File: config.mk
export PLATFORM = sky130hd
export DESIGN_NAME = rr_mux4x1
export DESIGN_NICKNAME = d
export VERILOG_FILES = /design/src/rtl/rr_mux4x1.sv
export SDC_FILE = /design/constraint.sdc
export NUM_CORES = 1
export LEC_CHECK = 0
export BUFFER_PORTS_ARGS = -buffer_cell sky130_fd_sc_hd__buf_2
export CORE_AREA = 3 3 60 62
export CTS_CLUSTER_SIZE = 40
export DETAILED_ROUTE_END_ITERATION = 8
export DIE_AREA = 0 0 63 65
export PLACE_DENSITY_LB_ADDON = 0.2
export RECOVER_POWER = 100
export SYNTH_ARGS = -nofsm -noshare
export SYNTH_HDL_FRONTEND = slang
export SYNTH_SLANG_ARGS = --single-unit
export TNS_END_PERCENT = 10
File: constraint.sdc
create_clock -name clk -period 2.8 [get_ports clk]
set_input_delay 0.28 -clock clk [delete_from_list [all_inputs] [get_ports clk]]
set_output_delay 0.28 -clock clk [all_outputs]
set_load 0.01 [all_outputs]
File: src/rtl/rr_mux4x1.sv
// Four-channel round-robin stream merger with a single registered output slot.
// Words are passed through unchanged and tagged with the index of the channel they came from.
module rr_mux4x1 #(
    parameter int WIDTH = 8
) (
    input  logic             clk,
    input  logic             rst,
    input  logic [WIDTH-1:0] d0,
    input  logic [WIDTH-1:0] d1,
    input  logic [WIDTH-1:0] d2,
    input  logic [WIDTH-1:0] d3,
    input  logic             v0,
    input  logic             v1,
    input  logic             v2,
    input  logic             v3,
    output logic             r0,
    output logic             r1,
    output logic             r2,
    output logic             r3,
    output logic [WIDTH-1:0] y,
    output logic             yv,
    input  logic             yr,
    output logic [1:0]       ysel
);

    // Handshake: a word moves on any port in a cycle where its valid and ready
    // are both high at the rising edge; a source holds valid/data until then.

    logic [3:0]       v_vec;
    logic [3:0]       grant;
    logic [1:0]       gidx;
    logic [1:0]       idx;
    logic             any_valid;
    logic             load;
    logic [1:0]       ptr;
    logic [WIDTH-1:0] sel_d;

    assign v_vec = {v3, v2, v1, v0};
    assign load  = ~yv | yr;

    // Scan from ptr upward; the first valid channel wins.
    always_comb begin
        any_valid = 1'b0;
        gidx      = ptr;
        idx       = ptr;
        for (int i = 0; i < 4; i++) begin
            idx = ptr + 2'(i);
            if (!any_valid && v_vec[idx]) begin
                any_valid = 1'b1;
                gidx      = idx;
            end
        end
    end

    always_comb begin
        grant = 4'b0000;
        if (load && any_valid && !rst)
            grant[gidx] = 1'b1;
    end

    assign r0 = grant[0];
    assign r1 = grant[1];
    assign r2 = grant[2];
    assign r3 = grant[3];

    always_comb begin
        sel_d = d0;
        case (gidx)
            2'd0: sel_d = d0;
            2'd1: sel_d = d1;
            2'd2: sel_d = d2;
            2'd3: sel_d = d3;
            default: sel_d = d0;
        endcase
    end

    // yv clears only when the slot drains with nothing new arriving.
    always_ff @(posedge clk or posedge rst) begin
        if (rst) begin
            y    <= '0;
            ysel <= 2'd0;
            yv   <= 1'b0;
            ptr  <= 2'd0;
        end else if (load) begin
            if (any_valid) begin
                y    <= sel_d;
                ysel <= gidx;
                yv   <= 1'b1;
                ptr  <= gidx + 2'd1;
            end else begin
                yv   <= 1'b0;
            end
        end
    end

endmodule
==> impl_metrics.json, run 1 <==
{
  "path_clk_slew_ps": 90,
  "wl_per_cell_um": 13.4,
  "reg2regPathDepth": 7,
  "yosysWarnings": 0,
  "ir_drop_v": 0.000231,
  "drt_first_pass_iters": 4,
  "hold_buffers": 0,
  "grt_antenna_before_repair": 0,
  "ys_seq_area_frac": 0.355,
  "ys_seq_elements": 13,
  "root_buffer": "clkbuf_4",
  "synth_area_um2": 916,
  "cp-end-kind": "primary output",
  "power_uw": 875,
  "startpoint": "ptr[0]",
  "chipWidth_um": 63,
  "place_inst": 182,
  "stdcell_area_um2": 1180,
  "clkLatencyLatePin_ps": 270,
  "hold_path.class": "input port to async pin",
  "cp.arrival_ps": 2090,
  "synthCells": 91,
  "cts_sinks": 13,
  "fin_crit_sh": 0.847,
  "outcome": "complete, no violations",
  "gp_congestion": 0.851,
  "placed_cell_area_um2": 1190,
  "r2r_start": "ptr[0]",
  "slew_headroom": 0.402,
  "p_switching_uw": 355,
  "synth_top_area_cell": "dfrtp_1",
  "stdcell_count": 186,
  "route.met2.wl_um": 1190,
  "routed.top_layer": "met4",
  "setup_viol": 0,
  "final_util": 0.384,
  "track_usage": 0.129,
  "io_buffer_count": 53,
  "die_area_um2": 4100,
  "synth_area_leaders": "dfrtp_1 (36%), a222oi_1 (8.7%), ha_1 (6.8%), mux2_4 (6.6%), mux2_2 (6.1%)",
  "post-route-drc-count": 0,
  "critPathCapture": "r1",
  "critical_path_class": "register to primary output",
  "grt_max_degree": 18,
  "nets": 187,
  "worstSetupStartpointType": "register",
  "synth.distinct_cells": 27,
  "grt_overflow": 0,
  "antenna_cells": 0,
  "max_freq_mhz": 422,
  "cp_max_fo": 9,
  "met1Wirelength_um": 1060,
  "drt_iter0_markers": 59,
  "final_max_slew_viol_count": 0,
  "grt_pass1_vias": 921,
  "yosysTopAreaCellShare": 0.355,
  "final_antenna_net_count": 0,
  "r2r_end": "y[0]",
  "num_io_pins": 54,
  "wl_met3_um": 226,
  "areaGrowthSynthToFinish_pct": 29.0,
  "grt_setup_unrepaired": "no",
  "cap_violations": 0,
  "total_leakage_power_nw": 0.557,
  "seqPwrFrac": 0.357,
  "fin_skew_ps": 4.76,
  "core-area_um2": 3080,
  "cts_setup_buffers": 0,
  "wl_um": 2500,
  "dp_hpwl_um": 1920,
  "viasPerCell": 4.95,
  "clkPwrFrac": 0.135,
  "cts_resized": 0,
  "final.setup.tns_ps": 0,
  "power_density_nw_per_um2": 741,
  "rrSetupSlack_ps": 520,
  "p_int_uw": 519,
  "p_comb_frac": 0.508,
  "grt_pass1_wl_um": 4240,
  "hold_viol": 0,
  "fp.dieH_um": 65,
  "switching_share": 0.406,
  "cts_tree": "done",
  "drive_above_1_share": 0.338,
  "cp.required_ps": 2520,
  "tightest_slew_ps": 896,
  "period_needed_ps": 2370,
  "dr_total_vias": 921,
  "rows": 20,
  "cts_inserted_buffers": 3,
  "cts.path.max_buffers": 2,
  "initial_core_util": 0.298,
  "syn_avg_cell_area_um2": 10.1,
  "cts_max_level": 1,
  "syn_nets": 135
}
-- cell usage after synthesis --
master,number
a21boi_0,2
a21oi_1,2
a222oi_1,8
a41o_1,1
a41oi_1,2
and2_4,1
and2b_1,1
and3_1,6
buf_1,1
buf_6,1
buf_8,1
clkbuf_1,3
dfrtp_1,13
ha_1,5
inv_1,1
mux2_2,5
mux2_4,4
nand2_1,8
nand2b_1,2
nand3_1,2
nor2_1,1
nor2b_1,4
nor3_1,1
o21ai_0,11
o21bai_1,2
or2_2,2
or4_4,1
-- critical path, cell delays in order (launching register included) --
cell	delay (ps)
dfrtp_1	420
nor2b_1	70
o21ai_0	340
and3_1	250
ha_1	370
and3_1	210
clkbuf_1	160
-- per-layer routing --
layer | track usage | vias to the layer above
li1 | - | 451
met1 | 0.153 | 428
met3 | 0.0295 | 2
met2 | 0.217 | 40
met5 | 0 | -
met4 | 0.0661 | 0
-- worst min-delay path by stage --
| stage | endpoint | cells after the start | from | slack (ps) |
|---|---|---|---|---|
| final | y[1] | 2 | rst | 60 |
| after global routing | y[1] | 2 | rst | 130 |
| after CTS | y[3] | 2 | rst | 80 |
| after detailed placement | y[0] | 2 | rst | 390 |
| after global placement | y[0] | 2 | rst | 380 |
| after floorplan | ptr[0] | 1 | rst | 180 |
-- state kept, by name (all words and copies together) (netlist names) --
signal	cells
y	8
yv	1
ysel	2
ptr	2
-- power groups by stage --
stage          Clock [mW]  Combinational [mW]  Sequential, mW
3_3_place_gp            0               0.488           0.314
3_5_place_dp            0               0.496           0.317
2_1_floorplan           0               0.306           0.340
4_1_cts             0.125               0.498           0.314
5_1_grt             0.131               0.501           0.327
6_report            0.118               0.444           0.313
-- layout make-up --
class / count / area, um^2
Clock buffer: 4 / 26.3
Fill cell: 341 / 1900
Inverter: 1 / 3.75
Multi-Input combinational cell: 71 / 524
Sequential cell: 13 / 325
Tap cell: 44 / 55.1
Timing Repair Buffer: 53 / 246
-- through the flow --
step           hold WS, ps  setup WS (ps)
2_1_floorplan          178            652
3_3_place_gp           376            383
3_5_place_dp           390            355
4_1_cts               77.2            452
5_1_grt                130            275
6_report              62.2            429
-- cells in the final DEF (no fill, tap or decap) --
| master | count |
|---|---|
| buf_2 | 38 |
| clkbuf_1 | 16 |
| dfrtp_1 | 13 |
| o21ai_0 | 11 |
| a222oi_1 | 8 |
| nand2_1 | 8 |
| and3_1 | 6 |
| mux2_2 | 5 |
| ha_1 | 5 |
| mux2_1 | 4 |
| nor2b_1 | 4 |
| clkbuf_4 | 3 |
| nand2b_1 | 2 |
| a21boi_0 | 2 |
| o21bai_1 | 2 |
| nand3_1 | 2 |
| a21oi_1 | 2 |
| a41oi_1 | 2 |
| or2_2 | 2 |
| or4_1 | 1 |
| and2_0 | 1 |
| and2b_1 | 1 |
| nor2_1 | 1 |
| a41o_1 | 1 |
| nor3_1 | 1 |
| inv_1 | 1 |
-- cells by family after synthesis --
family,count (synthesis),share of synthesized area
AOI/OAI and AO/OA,28,0.221
muxes,9,0.127
buffers and inverters,7,0.0492
DFF,13,0.355
adders and majority gates,5,0.0683
and+or+nand+nor,29,0.179
No activity file was read; power rests on OpenSTA's default activity.
==> inputs of run 2 (changes only) <==
clock period = 2.3 ns   (was 2.8 ns; I/O delays follow)
==> impl_metrics.json, run 2 (synthesized netlist as in run 1, its figures left out) <==
{
  "grt_antenna_before_repair": 0,
  "root_buffer": "clkbuf_4",
  "dp_hpwl_um": 2020,
  "worstSetupStartpointType": "register",
  "path_cells": "a21boi_0 -> o21bai_2 -> and3_1 -> ha_1 -> a222oi_1 -> o21ai_0 -> mux2_2",
  "wl_um": 2560,
  "fp.dieH_um": 65,
  "core-area_um2": 3080,
  "r2r_start": "ptr[1]",
  "slew_headroom": 0.684,
  "outcome": "complete, no violations",
  "gp_congestion": 0.910,
  "cts_sinks": 13,
  "cp_max_fo": 9,
  "initial_core_util": 0.298,
  "viasPerCell": 4.87,
  "tightest_slew_ps": 475,
  "max_freq_mhz": 462,
  "antenna_cells": 0,
  "final_common_cell": "buf_2",
  "drt_iter0_markers": 58,
  "layout_common_cells": "buf_2 (42), clkbuf_1 (14), dfrtp_1 (12)",
  "cts_inserted_buffers": 3,
  "drt_first_pass_iters": 5,
  "startpoint": "ptr[1]",
  "seqCellArea_um2": 327,
  "critPathMaxStageDelay_ps": 450,
  "grt_pass1_vias": 953,
  "clkLatencyLatePin_ps": 270,
  "seqPwrFrac": 0.347,
  "final_antenna_net_count": 0,
  "path_clk_slew_ps": 80,
  "areaGrowthSynthToFinish_pct": 35.5,
  "cts.path.max_buffers": 2,
  "num_io_pins": 54,
  "cp-end-kind": "register",
  "drive_above_1_share": 0.405,
  "track_usage": 0.130,
  "wl_per_cell_um": 13.3,
  "cts_max_level": 1,
  "cts_tree": "done",
  "grt_pass1_wl_um": 4230,
  "cp.required_ps": 2460,
  "total_leakage_power_nw": 0.598,
  "grt_max_degree": 17,
  "fin_skew_ps": 4.25,
  "cp_slowest_cell": "dfrtp_2",
  "switching_share": 0.395,
  "setup_viol": 0,
  "final_max_slew_viol_count": 0,
  "hold_path.class": "input port to register",
  "top_register": "y",
  "ir_drop_v": 0.000326,
  "grt_setup_unrepaired": "no",
  "multi_input_area_um2": 538,
  "rows": 20,
  "nets": 193,
  "cap_violations": 0,
  "largest_reg_flops": 8,
  "critical_path_class": "register to register",
  "io_buffer_count": 53,
  "top_regs": "y x8, ptr x2, ysel x2",
  "power_density_nw_per_um2": 887,
  "cp.arrival_ps": 2320,
  "p_comb_frac": 0.523,
  "post-route-drc-count": 0,
  "hp-start": "d0[4]",
  "fin_crit_sh": 0.941,
  "p_switching_uw": 435,
  "n_fill_cell": 331,
  "place_inst": 187,
  "period_needed_ps": 2160,
  "grt_overflow": 0,
  "power_mw": 1.10,
  "clkPwrFrac": 0.129,
  "hold_viol": 0,
  "dr_total_vias": 935,
  "p_int_uw": 666,
  "chipWidth_um": 63,
  "stdcell_count": 192,
  "die_area_um2": 4100
}
==> run 2: cell count changes in the layout (fill, tap and decap cells not counted), sizes merged <==
cell | before | now
clkbuf | 19 | 18
buf | 38 | 44
dlygate4sd3 | 0 | 1
==> run 2: metrics by stage <==
stage | setup WS (ps) | TNS [ps] | hold WS (ps) | util | instance area (um^2)
floorplan | 202 | 0 | 128 | - | 916
global placement | -38.0 | -38.0 | 226 | 0.400 | 1230
detailed placement | -44.8 | -68.2 | 234 | 0.400 | 1230
CTS | 15.4 | 0 | 284 | 0.412 | 1270
global route | 18.9 | 0 | 296 | 0.403 | 1240
finish | 136 | 0 | 286 | 0.403 | 1240
==> run 2: cell type report <==
class | instances | area share
clock buffer | 4 | 0.0212
timing repair buffer | 59 | 0.235
tap | 44 | 0.0444
inverter | 1 | 0.00302
multi-input combinational | 71 | 0.433
sequential | 13 | 0.263
==> run 2: final timing paths <==
path                         to  depth (start not counted)  slack, ps
max in group asynchronous    yv                          4       1180
max                        y[0]                          7        140
max reg2reg                y[0]                          7        140
min                        y[4]                          4        290
min reg2reg                y[6]                          1        490
min in group asynchronous  y[1]                          3        480
==> run 2: worst max-delay path, delay by kind of cell (launching register included) <==
| family | cells | cell delay [ps] |
|---|---|---|
| adder cells (fa/ha/maj) | 1 | 290 |
| flip-flops | 1 | 450 |
| AND/OR/NAND/NOR | 1 | 180 |
| multiplexers | 1 | 280 |
| AO/OA/AOI/OAI | 4 | 850 |
==> run 2: routing by layer <==
layer	routed length, um	up-vias	track usage
li1	-	461	-
met1	1100	434	0.140
met2	1220	38	0.235
met3	207	2	0.0329
met4	30	0	0.0661
met5	0	-	0
==> run 2: repair_timing <==
action                                 CTS  global route
setup buffers                            0             0
setup endpoints to repair                0            11
endpoints found under the hold margin    6             0
gates resized for setup                  0             8
hold buffers                             1             0
==> run 2: power by group through the flow <==
| stage | clock, mW | sequential (mW) | combinational (mW) |
|---|---|---|---|
| 2_1_floorplan | 0 | 0.413 | 0.373 |
| 3_3_place_gp | 0 | 0.382 | 0.619 |
| 3_5_place_dp | 0 | 0.387 | 0.626 |
| 4_1_cts | 0.151 | 0.382 | 0.628 |
| 5_1_grt | 0.161 | 0.398 | 0.647 |
| 6_report | 0.143 | 0.382 | 0.576 |
